[src/rtl/eh2_lsu_amo_wbuf.sv]
// In-order write buffer for committed AMO/SC results awaiting the DCCM write port,
// with younger-load hazard detection. Define LSU_AMO_WBUF_FWD_EN to forward instead of stall.
module eh2_lsu_amo_wbuf #(
  parameter int DEPTH       = 2,
  parameter int DCCM_ADDR_W = 16
) (
  input  logic                   clk,
  input  logic                   rst,
  input  logic                   amo_valid_dc4,
  input  logic                   amo_flush_dc4,
  input  logic                   amo_tid_dc4,
  input  logic [DCCM_ADDR_W-1:0] amo_addr_dc4,
  input  logic [31:0]            amo_data_dc4,
  output logic                   wr_req,
  output logic [DCCM_ADDR_W-1:0] wr_addr,
  output logic [31:0]            wr_data,
  output logic                   wr_tid,
  input  logic                   wr_ack,
  input  logic                   ld_chk_valid,
  input  logic [DCCM_ADDR_W-1:0] ld_chk_addr,
  output logic                   ld_hit_stall,
  output logic                   ld_fwd_valid,
  output logic [31:0]            ld_fwd_data,
  output logic                   wbuf_full,
  output logic                   wbuf_empty,
  output logic                   wbuf_ovf_err
);
  // state    | meaning
  // S_EMPTY  | no pending entries, wr_req low
  // S_ACTIVE | 1..DEPTH-1 entries pending
  // S_FULL   | DEPTH entries pending, new AMOs must be blocked
  localparam int PW = (DEPTH > 1) ? $clog2(DEPTH) : 1;
  localparam int CW = $clog2(DEPTH + 1);

  typedef enum logic [1:0] {S_EMPTY, S_ACTIVE, S_FULL} state_t;

  state_t                 state, state_nxt;
  logic [CW-1:0]          count;
  logic [PW-1:0]          rd_ptr, wr_ptr;
  logic [DEPTH-1:0]       valid_q;
  logic [DEPTH-1:0]       tid_q;
  logic [DCCM_ADDR_W-1:0] addr_q [DEPTH];
  logic [31:0]            data_q [DEPTH];
  logic                   push, pop, ovf_set, hit;
  logic                   unused_ld_lo;

  assign pop     = wr_req & wr_ack;
  assign push    = amo_valid_dc4 & ~amo_flush_dc4 & (~wbuf_full | pop);
  assign ovf_set = amo_valid_dc4 & ~amo_flush_dc4 & wbuf_full & ~pop;
  assign unused_ld_lo = ^ld_chk_addr[1:0];

  always_ff @(posedge clk or posedge rst) begin
    if (rst) begin
      state        <= S_EMPTY;
      count        <= '0;
      rd_ptr       <= '0;
      wr_ptr       <= '0;
      wbuf_ovf_err <= 1'b0;
    end else begin
      state <= state_nxt;
      count <= count + CW'(push) - CW'(pop);
      if (pop)     rd_ptr       <= rd_ptr + PW'(1);
      if (push)    wr_ptr       <= wr_ptr + PW'(1);
      if (ovf_set) wbuf_ovf_err <= 1'b1;
    end
  end

  // Pop clears before push sets so a full-buffer push+pop on the same slot stays valid.
  always_ff @(posedge clk or posedge rst) begin
    if (rst) begin
      valid_q <= '0;
      tid_q   <= '0;
      for (int i = 0; i < DEPTH; i++) begin
        addr_q[i] <= '0;
        data_q[i] <= '0;
      end
    end else begin
      if (pop) valid_q[rd_ptr] <= 1'b0;
      if (push) begin
        valid_q[wr_ptr] <= 1'b1;
        tid_q[wr_ptr]   <= amo_tid_dc4;
        addr_q[wr_ptr]  <= amo_addr_dc4;
        data_q[wr_ptr]  <= amo_data_dc4;
      end
    end
  end

  always_comb begin
    state_nxt = state;
    case (state)
      S_EMPTY:  if (push) state_nxt = S_ACTIVE;
      S_ACTIVE: begin
        if (push && !pop && count == CW'(DEPTH - 1)) state_nxt = S_FULL;
        else if (pop && !push && count == CW'(1))    state_nxt = S_EMPTY;
      end
      S_FULL:   if (pop && !push) state_nxt = S_ACTIVE;
      default:  state_nxt = S_EMPTY;
    endcase
  end

  always_comb begin
    wr_req     = (state != S_EMPTY);
    wbuf_full  = (state == S_FULL);
    wbuf_empty = (state == S_EMPTY);
    wr_addr    = addr_q[rd_ptr];
    wr_data    = data_q[rd_ptr];
    wr_tid     = tid_q[rd_ptr];
  end

  always_comb begin
    hit = 1'b0;
    for (int i = 0; i < DEPTH; i++)
      if (valid_q[i] && addr_q[i][DCCM_ADDR_W-1:2] == ld_chk_addr[DCCM_ADDR_W-1:2])
        hit = ld_chk_valid;
  end

`ifdef LSU_AMO_WBUF_FWD_EN
  // Walk oldest to youngest from the head so the last match is the youngest write.
  always_comb begin
    ld_fwd_data = '0;
    for (int k = 0; k < DEPTH; k++)
      if (valid_q[rd_ptr + PW'(k)] &&
          addr_q[rd_ptr + PW'(k)][DCCM_ADDR_W-1:2] == ld_chk_addr[DCCM_ADDR_W-1:2])
        ld_fwd_data = data_q[rd_ptr + PW'(k)];
    ld_fwd_valid = hit;
    ld_hit_stall = 1'b0;
  end
`else
  always_comb begin
    ld_fwd_data  = '0;
    ld_fwd_valid = 1'b0;
    ld_hit_stall = hit;
  end
`endif
endmodule

[config.mk]
export PLATFORM = sky130hd
export DESIGN_NAME = eh2_lsu_amo_wbuf
export DESIGN_NICKNAME = d
export VERILOG_FILES = /design/src/rtl/eh2_lsu_amo_wbuf.sv
export SDC_FILE = /design/constraint.sdc
export NUM_CORES = 1
export LEC_CHECK = 0
export BUFFER_PORTS_ARGS = -buffer_cell sky130_fd_sc_hd__buf_4
export CORE_MARGIN = 2
export CORE_UTILIZATION = 54
export CTS_CLUSTER_SIZE = 20
export DETAILED_ROUTE_END_ITERATION = 10
export PLACE_DENSITY = 0.89
export SYNTH_ARGS = -nofsm -noshare
export SYNTH_HDL_FRONTEND = slang
export SYNTH_SLANG_ARGS = --single-unit
export TNS_END_PERCENT = 30
[constraint.sdc]
create_clock -name clk -period 7.93 [get_ports clk]
set_input_delay 0.793 -clock clk [delete_from_list [all_inputs] [get_ports clk]]
set_output_delay 0.793 -clock clk [all_outputs]
set_load 0.02 [all_outputs]
==> reports/metrics.cfg <==
[global_route]
grt_pass1_wl_mm = 17.4
antenna_found_initial = 0
overflow = 0
grt_pass1_vias = 3468
grt_max_degree = 65
grt.total_usage = 0.198

[cts]
cts.repair.resized = 0
cts_setup_buffers = 0
root_buffer = clkbuf_8
cts_buffer_depth = 2
clk_pin_slew_worst_paths_ns = 0.09
tritoncts = built
insertion_delay_ns = 0.35
h-tree-depth = 3
clock-sinks = 107
hold_buffers = 0
cts_made_buffers = 9

[synth]
synth_top_family_by_area = multiplexers
yosys.area.top_type = dfrtp_1
seq_area_frac_synth = 0.494
synthAdderAreaFrac = 0.00231
synth.area.mux_share = 0.339
yosysWarnings = 0
syn_inst = 384
synthTopCellsByArea = dfrtp_1, mux2_2, mux2_4
synth.distinct_cells = 29
synth_top_area_share = 0.494
yosys_register_bits = 107
synth.avg_cell_area_um2 = 14.1
syn_area_um2 = 5420
synth-xor-area-share = 0.0517
synth_compound_gate_area_share = 0.0145
synthSimpleGateAreaFrac = 0.0263

[floorplan]
row_count = 36
die_h_um = 104
dieArea_um2 = 10900
die_x_um = 104
fp.coreArea_um2 = 9770
io_pins = 158
initial_core_util = 0.554

[layout]
fin_cells = 640
final_cell_mix = buf_4, dfrtp_1, mux2_2
drive_above_1_share = 0.568
area_growth_pct = 19.6
fin_util = 0.663
fin_nets = 574
insertedDiodeCount = 0
final_area_um2 = 6480
final_common_cell = buf_4

[setup_path]
worstPathArrival_ns = 2.17
cp.required_ns = 7.14
slowest_stage = dfrtp_2
crit_buf_inv = 2
path_cells = buf_4, mux2_2, buf_4
crit_path_frequent_cell = buf_4
end_kind = primary output
start_kind = flip-flop
criticalPathCategory = reg -> out
critPathTopFamily = flip-flops
crit_path_max_fanout = 27
max_stage_delay_ns = 0.78

[timing]
final_max_slew_viol_count = 0
tns_ns = 0
min_period_ns = 2.96
slew_headroom = 0.291
finalHoldViolCount = 0
whs_ns = 0.472
worst_slew_pin_slew_ns = 1.06
rsz0062_at_grt = false
fmax_mhz = 338
setup_ws_ns = 4.97
skew_ns = 0.0110
finalCritPeriodShare = 0.374
setup_viol = 0

[place]
place_area_um2 = 6290
dp_hpwl_mm = 7.29
numPortBuffers = 122
placed_cells = 624
place_congestion = 0.786
dp_slack_ns = 5.29

[min_path]
hold_path.class = reg -> reg

[run_status]
status = finished clean

[drt]
final_antenna_net_count = 0
drc = 0
drt_wl_total_mm = 10.5
initialDrtViolationCount = 74
dr_total_vias = 3259
via_per_inst = 5.09
wl_per_cell_um = 16.4
dr.pass1.iters = 4

[power_and_ir_drop]
cellPowerDensity_nw_per_um2 = 358
p_total_mw = 2.32
peakVddDrop_v = 0.000212
total_leakage_power_nw = 3.11

[flow_run]
drv_cap = 0

## area by class of cell
cell class / count / area, um2
well taps: 133 / 166
flip-flops and latches: 107 / 2680
fillers: 719 / 3300
repair buffers: 126 / 946
clock buffers: 12 / 155
clock inverters: 4 / 33.8
inverters: 5 / 21.3
multi-input cells: 253 / 2480
## power by group
part	internal [mW]	switching [mW]	leakage [nW]
logic	0.616	0.492	1.75
clock network	0.134	0.182	0.0932
registers	0.744	0.154	1.26
total	1.49	0.828	3.11
## flip-flops by register name (all words and copies together) (netlist names)
signal        cells
rd_ptr            1
wr_ptr            1
data_q           64
state             2
tid_q             2
addr_q           32
wbuf_ovf_err      1
count             2
valid_q           2
## cell families (layout without fill, tap and decap cells)
group | Yosys count | in the layout
AND/OR/NAND/NOR | 27 | 27
adder cells (fa/ha/maj) | 1 | 1
flip-flops | 107 | 107
multiplexers | 147 | 147
XOR/XNOR | 32 | 32
other | 1 | 33
AO/OA/AOI/OAI | 13 | 13
buffers and inverters | 56 | 147
## worst paths after layout
| path | from | end | slack [ns] | depth (start not counted) |
|---|---|---|---|---|
| setup / recovery | rd_ptr | wr_addr[9] | 4.97 | 3 |
| setup reg to reg | state[0] | data_q[62] | 5.64 | 4 |
| max in group asynchronous | rst | data_q[22] | 6.25 | 3 |
| hold reg to reg | wbuf_ovf_err | wbuf_ovf_err | 0.47 | 1 |
| hold / removal | wbuf_ovf_err | wbuf_ovf_err | 0.47 | 1 |
| min in group asynchronous | rst | data_q[19] | 0.49 | 2 |
## per-layer routing
metal,GRT usage,up-vias,wire (um)
li1,-,1502,-
met1,0.257,1649,4440
met2,0.343,100,5540
met3,0.0326,8,411
met4,0.0598,0,108
met5,0,-,0
## cells in the mapped netlist
master and number:
nand2_1 5, o21a_1 1, conb_1 1, buf_2 6
or2_1 1, nand4_1 6, mux2_4 48, o22ai_1 1
a21o_1 1, ha_1 1, nor2b_1 3, a32o_1 1
buf_6 6, dfrtp_1 107, nand2b_2 1, a21oi_1 2
o211ai_1 1, nor2_1 5, mux2_1 4, buf_4 33
xnor2_1 32, nand2b_1 1, o21ai_1 1, o21ai_0 5
nand3_1 3, nor4_1 2, inv_1 5, clkbuf_1 6
mux2_2 95
No activity file was read; power rests on OpenSTA's default activity.
